==> config.mk <==
export PLATFORM = sky130hd
export DESIGN_NAME = binary_round_ctrl
export DESIGN_NICKNAME = d
export VERILOG_FILES = /design/src/rtl/binary_game_pkg.sv /design/src/rtl/round_timer.sv /design/src/rtl/binary_round_ctrl.sv
export SDC_FILE = /design/constraint.sdc
export NUM_CORES = 1
export LEC_CHECK = 0
export CAP_MARGIN = 10
export CORE_ASPECT_RATIO = 1.5
export CORE_MARGIN = 2
export CORE_UTILIZATION = 40
export DETAILED_ROUTE_END_ITERATION = 6
export GPL_TIMING_DRIVEN = 1
export PLACE_DENSITY = 0.7
export SLEW_MARGIN = 10
export SYNTH_ARGS = -nofsm -noshare
export SYNTH_HDL_FRONTEND = slang
export SYNTH_SLANG_ARGS = --single-unit
==> constraint.sdc <==
create_clock -name Clk -period 2.1 [get_ports Clk]
set_clock_uncertainty 0.05 [all_clocks]
set_input_delay 0.315 -clock Clk [delete_from_list [all_inputs] [get_ports Clk]]
set_output_delay 0.315 -clock Clk [all_outputs]
set_load 0.01 [all_outputs]
==> src/rtl/binary_game_pkg.sv <==
// binary_game_pkg: shared widths, score default and one-hot state encoding for the binary game
package binary_game_pkg;
  localparam int NUM_W = 8;
  localparam int SCORE_W = 7;
  localparam int LIVES_W = 2;
  localparam int SCORE_MAX_DEF = 99;
  localparam logic [3:0] S_IDLE = 4'b0001;
  localparam logic [3:0] S_REQUEST = 4'b0010;
  localparam logic [3:0] S_ROUND = 4'b0100;
  localparam logic [3:0] S_OVER = 4'b1000;
endpackage

==> src/rtl/round_timer.sv <==
// round_timer: per-round tick counter, loaded on a new target and decremented on enabled CEN ticks
module round_timer
  import binary_game_pkg::*;
#(
  parameter int TICKS = 10
) (
  input  logic             Clk,
  input  logic             Reset,
  input  logic             load,
  input  logic             cen,
  input  logic             run,
  output logic [NUM_W-1:0] time_left,
  output logic             expire
);
  assign expire = time_left == NUM_W'(1);
  always_ff @(posedge Clk)
    if (Reset) time_left <= '0;
    else if (load) time_left <= NUM_W'(TICKS);
    else if (cen && run && time_left != '0) time_left <= time_left - NUM_W'(1);
endmodule

==> src/rtl/binary_round_ctrl.sv <==
// binary_round_ctrl: game FSM that fetches a random target, times each round and tracks score, lives and high score
module binary_round_ctrl
  import binary_game_pkg::*;
#(
  parameter int ROUND_TICKS = 10,
  parameter int START_LIVES = 3,
  parameter int SCORE_MAX = SCORE_MAX_DEF
) (
  input  logic               Clk,
  input  logic               Reset,
  input  logic               CEN,
  input  logic               Start,
  input  logic               Select,
  input  logic               Quit,
  input  logic [NUM_W-1:0]   userNumber,
  output logic               gen_req,
  input  logic               gen_ack,
  input  logic [NUM_W-1:0]   gen_value,
  output logic [NUM_W-1:0]   targetNumber,
  output logic [NUM_W-1:0]   timeLeft,
  output logic [SCORE_W-1:0] score,
  output logic [SCORE_W-1:0] highScore,
  output logic [LIVES_W-1:0] lives,
  output logic               q_Idle,
  output logic               q_Request,
  output logic               q_Round,
  output logic               q_Over
);
  logic [3:0] state;
  logic [LIVES_W-1:0] lives_dec;
  logic [SCORE_W-1:0] score_inc;
  logic in_round, load, miss, expire;
  assign q_Idle = state == S_IDLE;
  assign q_Request = state == S_REQUEST;
  assign q_Round = state == S_ROUND;
  assign q_Over = state == S_OVER;
  assign gen_req = q_Request;
  assign in_round = q_Round;
  assign load = q_Request && gen_ack && !(CEN && Quit);
  assign lives_dec = lives - LIVES_W'(1);
  assign score_inc = score >= SCORE_W'(SCORE_MAX) ? score : score + SCORE_W'(1);
  // a wrong answer and a timer expiry are the same event: lose a life
  assign miss = in_round && CEN && !Quit && (Select ? userNumber != targetNumber : expire);
  round_timer #(.TICKS(ROUND_TICKS)) u_timer (
    .Clk(Clk),
    .Reset(Reset),
    .load(load),
    .cen(CEN),
    .run(in_round && !Quit && !Select),
    .time_left(timeLeft),
    .expire(expire)
  );
  always_ff @(posedge Clk)
    if (Reset) begin
      state <= S_IDLE;
      targetNumber <= '0;
      score <= '0;
      highScore <= '0;
      lives <= '0;
    end else if (miss) begin
      lives <= lives_dec;
      state <= lives_dec == '0 ? S_OVER : S_REQUEST;
      if (lives_dec == '0 && score > highScore) highScore <= score;
    end else
      case (state)
        S_IDLE:
          if (CEN && Start) begin
            state <= S_REQUEST;
            score <= '0;
            lives <= LIVES_W'(START_LIVES);
          end
        S_REQUEST:
          if (CEN && Quit) begin
            state <= S_OVER;
            if (score > highScore) highScore <= score;
          end else if (gen_ack) begin
            state <= S_ROUND;
            targetNumber <= gen_value;
          end
        S_ROUND:
          if (CEN && Quit) begin
            state <= S_OVER;
            if (score > highScore) highScore <= score;
          end else if (CEN && Select) begin
            score <= score_inc;
            state <= S_REQUEST;
          end
        S_OVER:
          if (CEN && Start) begin
            state <= S_REQUEST;
            score <= '0;
            lives <= LIVES_W'(START_LIVES);
          end else if (CEN && Select) state <= S_IDLE;
        default: state <= S_IDLE;
      endcase
endmodule

# After elaboration in Yosys (flattened, before gate mapping)
# Index checks and enable logic that the tools add are counted.
totals:
  register_bits: 36
  word_cells: 88
  inputBits: 23
  output_inout_bits: 37
op_classes:
  n_mux: 26
  bitwise_logic: 2
  add_sub_neg: 3
  eq_ne: 15
  n_lt_le_gt_ge: 2
  n_reduce_logical: 33
op_table:
  columns: ["op", "count"]
  rows:
  - ["$mux 7", 9]
  - ["$mux 4", 11]
  - ["$pmux 4 s4", 1]
  - ["$pmux 7 s2", 1]
  - ["$reduce_bool 2->1", 7]
  - ["$logic_and 1x1->1", 13]
  - ["$reduce_and 4->1", 3]
  - ["$eq 8x1->1 const B", 1]
  - ["$ne 4x1->1 const B", 2]
  - ["$ne 8x8->1", 1]
  - ["$reduce_bool 8->1", 1]
  - ["$sub 8x1->8 const B", 1]
  - ["$add 7x1->7 const B", 1]
  - ["$ge 7x7->1 const B", 1]
  - ["$gt 7x7->1", 1]
  - ["$mux 2", 3]
  - ["$ne 2x1->1 const B", 3]
  - ["$reduce_and 6->1", 1]
  - ["$reduce_or 2->1", 3]
  - ["$eq 4x1->1 const B", 1]
  - ["$eq 4x2->1 const B", 1]
  - ["$eq 4x3->1 const B", 1]
  - ["$eq 4x4->1 const B", 1]
  - ["$ne 2x2->1 const B", 2]
  - ["8 further kinds", 11]

# Logic depth before layout (Yosys ltp)
logic_depth:
  depth_word: 7
  depth_mapped: 8
  mapped_depth_nobuf: 7

# By module
# From an unflattened synthesis, not the netlist that was laid out.
unflattened:
  cells_unflattened: 264
  area_unflattened_um2: 2183.3
by_module_without_submodules:
  columns: ["module", "cells_per_inst", "n_inst", "area_per_inst_um2", "seq_area_each_um2"]
  rows:
  - ["binary_round_ctrl", 211, 1, 1720.4, 560.5]
  - ["round_timer", 53, 1, 462.9, 160.2]

# Worst setup path after synthesis
# OpenSTA, ideal clock, no wires.
synth_timing:
  path_kind: "reg-to-reg"
  from: "register state[0]"
  to: "register targetNumber[0]"
  stages_incl_launch_ff: 8
  path_slack_ns: -0.043
  period_less_slack_ns: 2.143
  n_path_buf: 3
  setup_time_ns: 0.070
  required_time_ns: 1.980
  arrival_ns: 2.022
  cell_sequence: "dfxtp_1 buf_6 nor4b_1 and3_1 clkbuf_1 buf_2 nand2_1 a21oi_1"
synth_via:
  word_cells_on_any_way: 7
  classes_between: "eq/ne (2); bitwise (1); reduce/logical (4)"
synth_lines:
  columns: ["element", "line", "rtl"]
  rows:
  - ["from (decl)", "binary_round_ctrl.sv:29", "logic [3:0] state;"]
  - ["from (signal assigned)", "binary_round_ctrl.sv:62", "state <= lives_dec == '0 ? S_OVER : S_REQUEST;"]
  - ["$eq 4x2->1", null, null]
  - ["net gen_req", "binary_round_ctrl.sv:16", "output logic gen_req,"]
  - ["$reduce_and 4->1 (no line)", null, null]
  - ["to (signal assigned)", "binary_round_ctrl.sv:78", "targetNumber <= gen_value;"]
  - ["to (decl)", "binary_round_ctrl.sv:19", "output logic [NUM_W-1:0] targetNumber,"]
# The timed path passes the listed nets, and every way through them passes these cells.
# A chain may end at the register's enable or synchronous reset.

# Worst setup path after layout
layout_timing:
  from: "register score[3]"
  to: "register highScore[6]"
layout_via:
  elab_chain_cells: 4
  word_cells_on_any_way: 5
  classes_between: "order compare (1); eq/ne (1); reduce/logical (3)"
layout_lines:
  columns: ["element", "line", "rtl"]
  rows:
  - ["from (decl)", "binary_round_ctrl.sv:21", "output logic [SCORE_W-1:0] score,"]
  - ["from (signal assigned)", "binary_round_ctrl.sv:85", "score <= score_inc;"]
  - ["$gt 7x7->1 *", "binary_round_ctrl.sv:63, binary_round_ctrl.sv:75, binary_round_ctrl.sv:83", null]
  - ["$logic_and 1x1->1", "binary_round_ctrl.sv:63", "if (lives_dec == '0 && score > highScore) highScore <= score;"]
  - ["$ne 2x1->1 (no line)", null, null]
  - ["$reduce_and 4->1 (no line) *", null, null]
  - ["to (signal assigned)", "binary_round_ctrl.sv:63", null]
  - ["to (signal assigned)", "binary_round_ctrl.sv:75", "if (score > highScore) highScore <= score;"]
  - ["to (signal assigned)", "binary_round_ctrl.sv:83", "if (score > highScore) highScore <= score;"]
  - ["to (decl)", "binary_round_ctrl.sv:22", "output logic [SCORE_W-1:0] highScore,"]
# Mark *: on every way between the ends. The rest lies on a longest branch, timed or not.

==> metrics <==
outcome completed; #FFs+latches synth 36; Mapped Nets 333; layout filler cell count 535; crit-path max cell delay 0.34 ns; Synth Instances 299; Pwr per Cell Area 764 nW/um2; yosys warns 0; Post-Syn Area 2400 um2; Final Critical Period 2.09 ns; GRT Overall Usage 21.4%; first-pass GRT wire length 11200 um; Top Ports 60; Congestion Overflow GR 0; fin nets 432; Iter 0 DRT Violations 167; leakage power 1.34 nW; via-per-instance ratio 5.51; die footprint 6660 um2; Avg Inst Size Synth 8.04 um2; path type of the worst setup path register to register; Max Cap Viol 0; root buf cell clkbuf_8; area delta synth->final 50.2%; Setup crit start kind register; CTS Sinks 36; Net Sw Power 0.947 mW; register area share after synthesis 30.0%; sw frac 34.3%; Worst EP required 2.22 ns; Hold Fails Final Rpt 0; RSZ-0062 raised after global routing true; largest net degree at the start of global routing 29; Crit. End Element register; Clk pwr share 25.1%; Max Slew Vio Count 0; CTS tree built; core box area 5790 um2; final setup vio count 0; vias in the first global route 2577; WHS 0.437 ns; post-route cell area 3610 um2; DR DRC count 0; Num CTS Buffers 5; Logic pwr share 46.1%; fin crit share 99.6%; port bufs 59; antenna-violating nets left 0; Max Buffers Root-to-Sink 2; Post-Place Cell Area 3370 um2; sequential fraction of design power 28.8%; Crit-path slowest cell dfxtp_2; Top FF cell, synth dfxtp_1; crit-path max FO 7; hold crit path type register to register; row cnt 34; max frequency 0.478 GHz; clock-pin transition on the worst setup and hold timing paths 0.07 ns; Reg2Reg Setup Slack 0.008 ns; Slew headroom 75.3%; family with the most delay on the worst path compound AO/OA/AOI/OAI gates; initial core utilization 41.5%; worst path cell trace buf_4, ha_1, nand4_1, a21o_1, a21oi_2, buf_6, mux2i_1, o211ai_1; TNS Setup 0 ns; Clk Latency, worst-skew pair 0.30 ns; VDD IR-drop max 520 uV; Worst Tran Pin Value 0.370 ns; TritonRoute pass-1 iters 4; detailed-route via count 2596; Die Height 98.9 um; Buf/Inv on CP 2; Arr. time, crit path 2.21 ns; RD Place Congestion 0.847; hold_buf cts 0; Int Pwr 1.81 mW; Routed Wire Length 6830 um; die width 67.3 um; layout cells sized above 1 22.3%; htree depth 2; HPWL Detailed 5070 um; Post-synth EDFFs 0; initial antenna violation count 0; WL/cell 14.5 um; Yosys cell types 53; Async SR Flop Fraction 0%; final antenna diode count 0
==> cell usage in the layout (no fill, tap or decap), types with 3 or more instances in the layout <==
| cell type | instances |
|---|---|
| clkdlybuf4s50_1 | 54 |
| nand4b_1 | 6 |
| dlygate4sd2_1 | 4 |
| xnor2_1 | 10 |
| o211ai_1 | 10 |
| buf_4 | 50 |
| o22ai_1 | 5 |
| nor2_1 | 24 |
| inv_1 | 12 |
| dfxtp_1 | 33 |
| nor3_1 | 15 |
| nand2_1 | 34 |
| a31oi_1 | 3 |
| nand2b_1 | 6 |
| xor2_1 | 5 |
| a221oi_1 | 4 |
| nand4_1 | 5 |
| clkbuf_8 | 7 |
| nand3_1 | 11 |
| o21ai_0 | 5 |
| dfxtp_2 | 3 |
| ha_1 | 10 |
| a21oi_1 | 14 |
| mux2i_1 | 8 |
| a211oi_1 | 6 |
==> area by class of cell <==
class / count / area [um2] / share of cell area, %
Multi-Input combinational cell: 230 / 1610 / 44.5
Tap cell: 72 / 90.1 / 2.49
Clock inverter: 1 / 30.0 / 0.832
Timing Repair Buffer: 112 / 1010 / 28.1
Clock buffer: 7 / 96.3 / 2.67
Inverter: 13 / 50.0 / 1.39
Sequential cell: 36 / 724 / 20.1
==> worst reg2reg max path, delay by kind of cell, from the launching register on <==
family / cells / cell delay, ns
AOI/OAI and AO/OA: 3 / 0.58
DFF: 1 / 0.34
adders and majority gates: 1 / 0.29
muxes: 1 / 0.20
buffers and inverters: 2 / 0.34
and+or+nand+nor: 1 / 0.18
==> flip-flops by register name, summed over array words and instances, names as in the netlist <==
signal / count
highScore: 7
targetNumber: 8
score: 7
lives: 2
u_timer.time_left: 8
state: 4
==> synth_stat cells (5+ instances only) <==
library cell / n / share of area [%]
nor3_1: 15 / 3.1
nand2b_1: 6 / 1.6
clkbuf_1: 12 / 1.9
inv_1: 12 / 1.9
a211oi_1: 8 / 2.5
nand4b_1: 6 / 2.2
nand2_1: 34 / 5.3
o211ai_1: 10 / 3.1
o21ai_0: 5 / 1.0
dfxtp_1: 36 / 30
nand3_1: 11 / 2.3
nor2_1: 24 / 3.7
mux2i_1: 8 / 3.3
nand4_1: 5 / 1.3
xnor2_1: 10 / 3.6
ha_1: 11 / 5.7
a21oi_1: 16 / 3.3
o22ai_1: 5 / 1.3
xor2_1: 5 / 1.8
==> cell families (layout without fill, tap and decap cells) <==
family          after synthesis  count (layout)  share of synthesized area (%)
flops                        36              36                           30.0
buf+inv                      33             133                           6.35
xor+xnor                     15              15                           5.47
simple gates                132             132                           31.0
mux                           9               9                           3.80
fa+ha+maj                    11              11                           5.73
compound gates               63              63                           17.7
==> path summary, 6_finish.rpt <==
| path | from | endpoint | cells past startpoint |
|---|---|---|---|
| min | targetNumber[4]$_SDFFE_PP0P_ | targetNumber[4]$_SDFFE_PP0P_ | 2 |
| max | score[3]$_SDFFE_PP0P_ | highScore[6]$_SDFFE_PP0P_ | 8 |
| min reg2reg | targetNumber[4]$_SDFFE_PP0P_ | targetNumber[4]$_SDFFE_PP0P_ | 2 |
| max reg2reg | score[3]$_SDFFE_PP0P_ | highScore[6]$_SDFFE_PP0P_ | 8 |
==> timing repair <==
item / in CTS / in global routing
setup buffers: 2 / 2
pin swaps: 0 / 5
hold endpoints to repair: 0 / 0
gates cloned: 0 / 1
setup endpoints to repair: 11 / 33
gates resized for setup: 8 / 16
==> power by group through the flow <==
stage	Clock [mW]	Sequential [mW]	Combinational, mW
final	0.693	0.795	1.27
after global routing	0.727	0.804	1.36
after CTS	0.702	0.793	1.08
after detailed placement	0	0.809	1.08
after global placement	0	0.806	1.05
after floorplan	0	0.832	0.635
==> per-stage QoR <==
step	std cells	setup slack [ns]	utilization, %	power (mW)
6_report	471	0.00762	62.4	2.76
3_3_place_gp	458	-0.241	58.3	1.86
4_1_cts	468	-0.0679	61.1	2.58
5_1_grt	471	-0.0583	62.4	2.89
2_1_floorplan	299	-0.00425	-	1.47
3_5_place_dp	458	-0.285	58.3	1.89
==> layer usage <==
| metal | vias to the layer above | part of all wire, % | GRT usage, % |
|---|---|---|---|
| met4 | 0 | 2.6 | 9.89 |
| met1 | 1201 | 39 | 23.7 |
| met3 | 16 | 4.1 | 4.57 |
| li1 | 1296 | - | - |
| met2 | 83 | 54 | 37.7 |
| met5 | - | 0 | 0 |
Note: power is estimated with default switching activity, not from simulation.
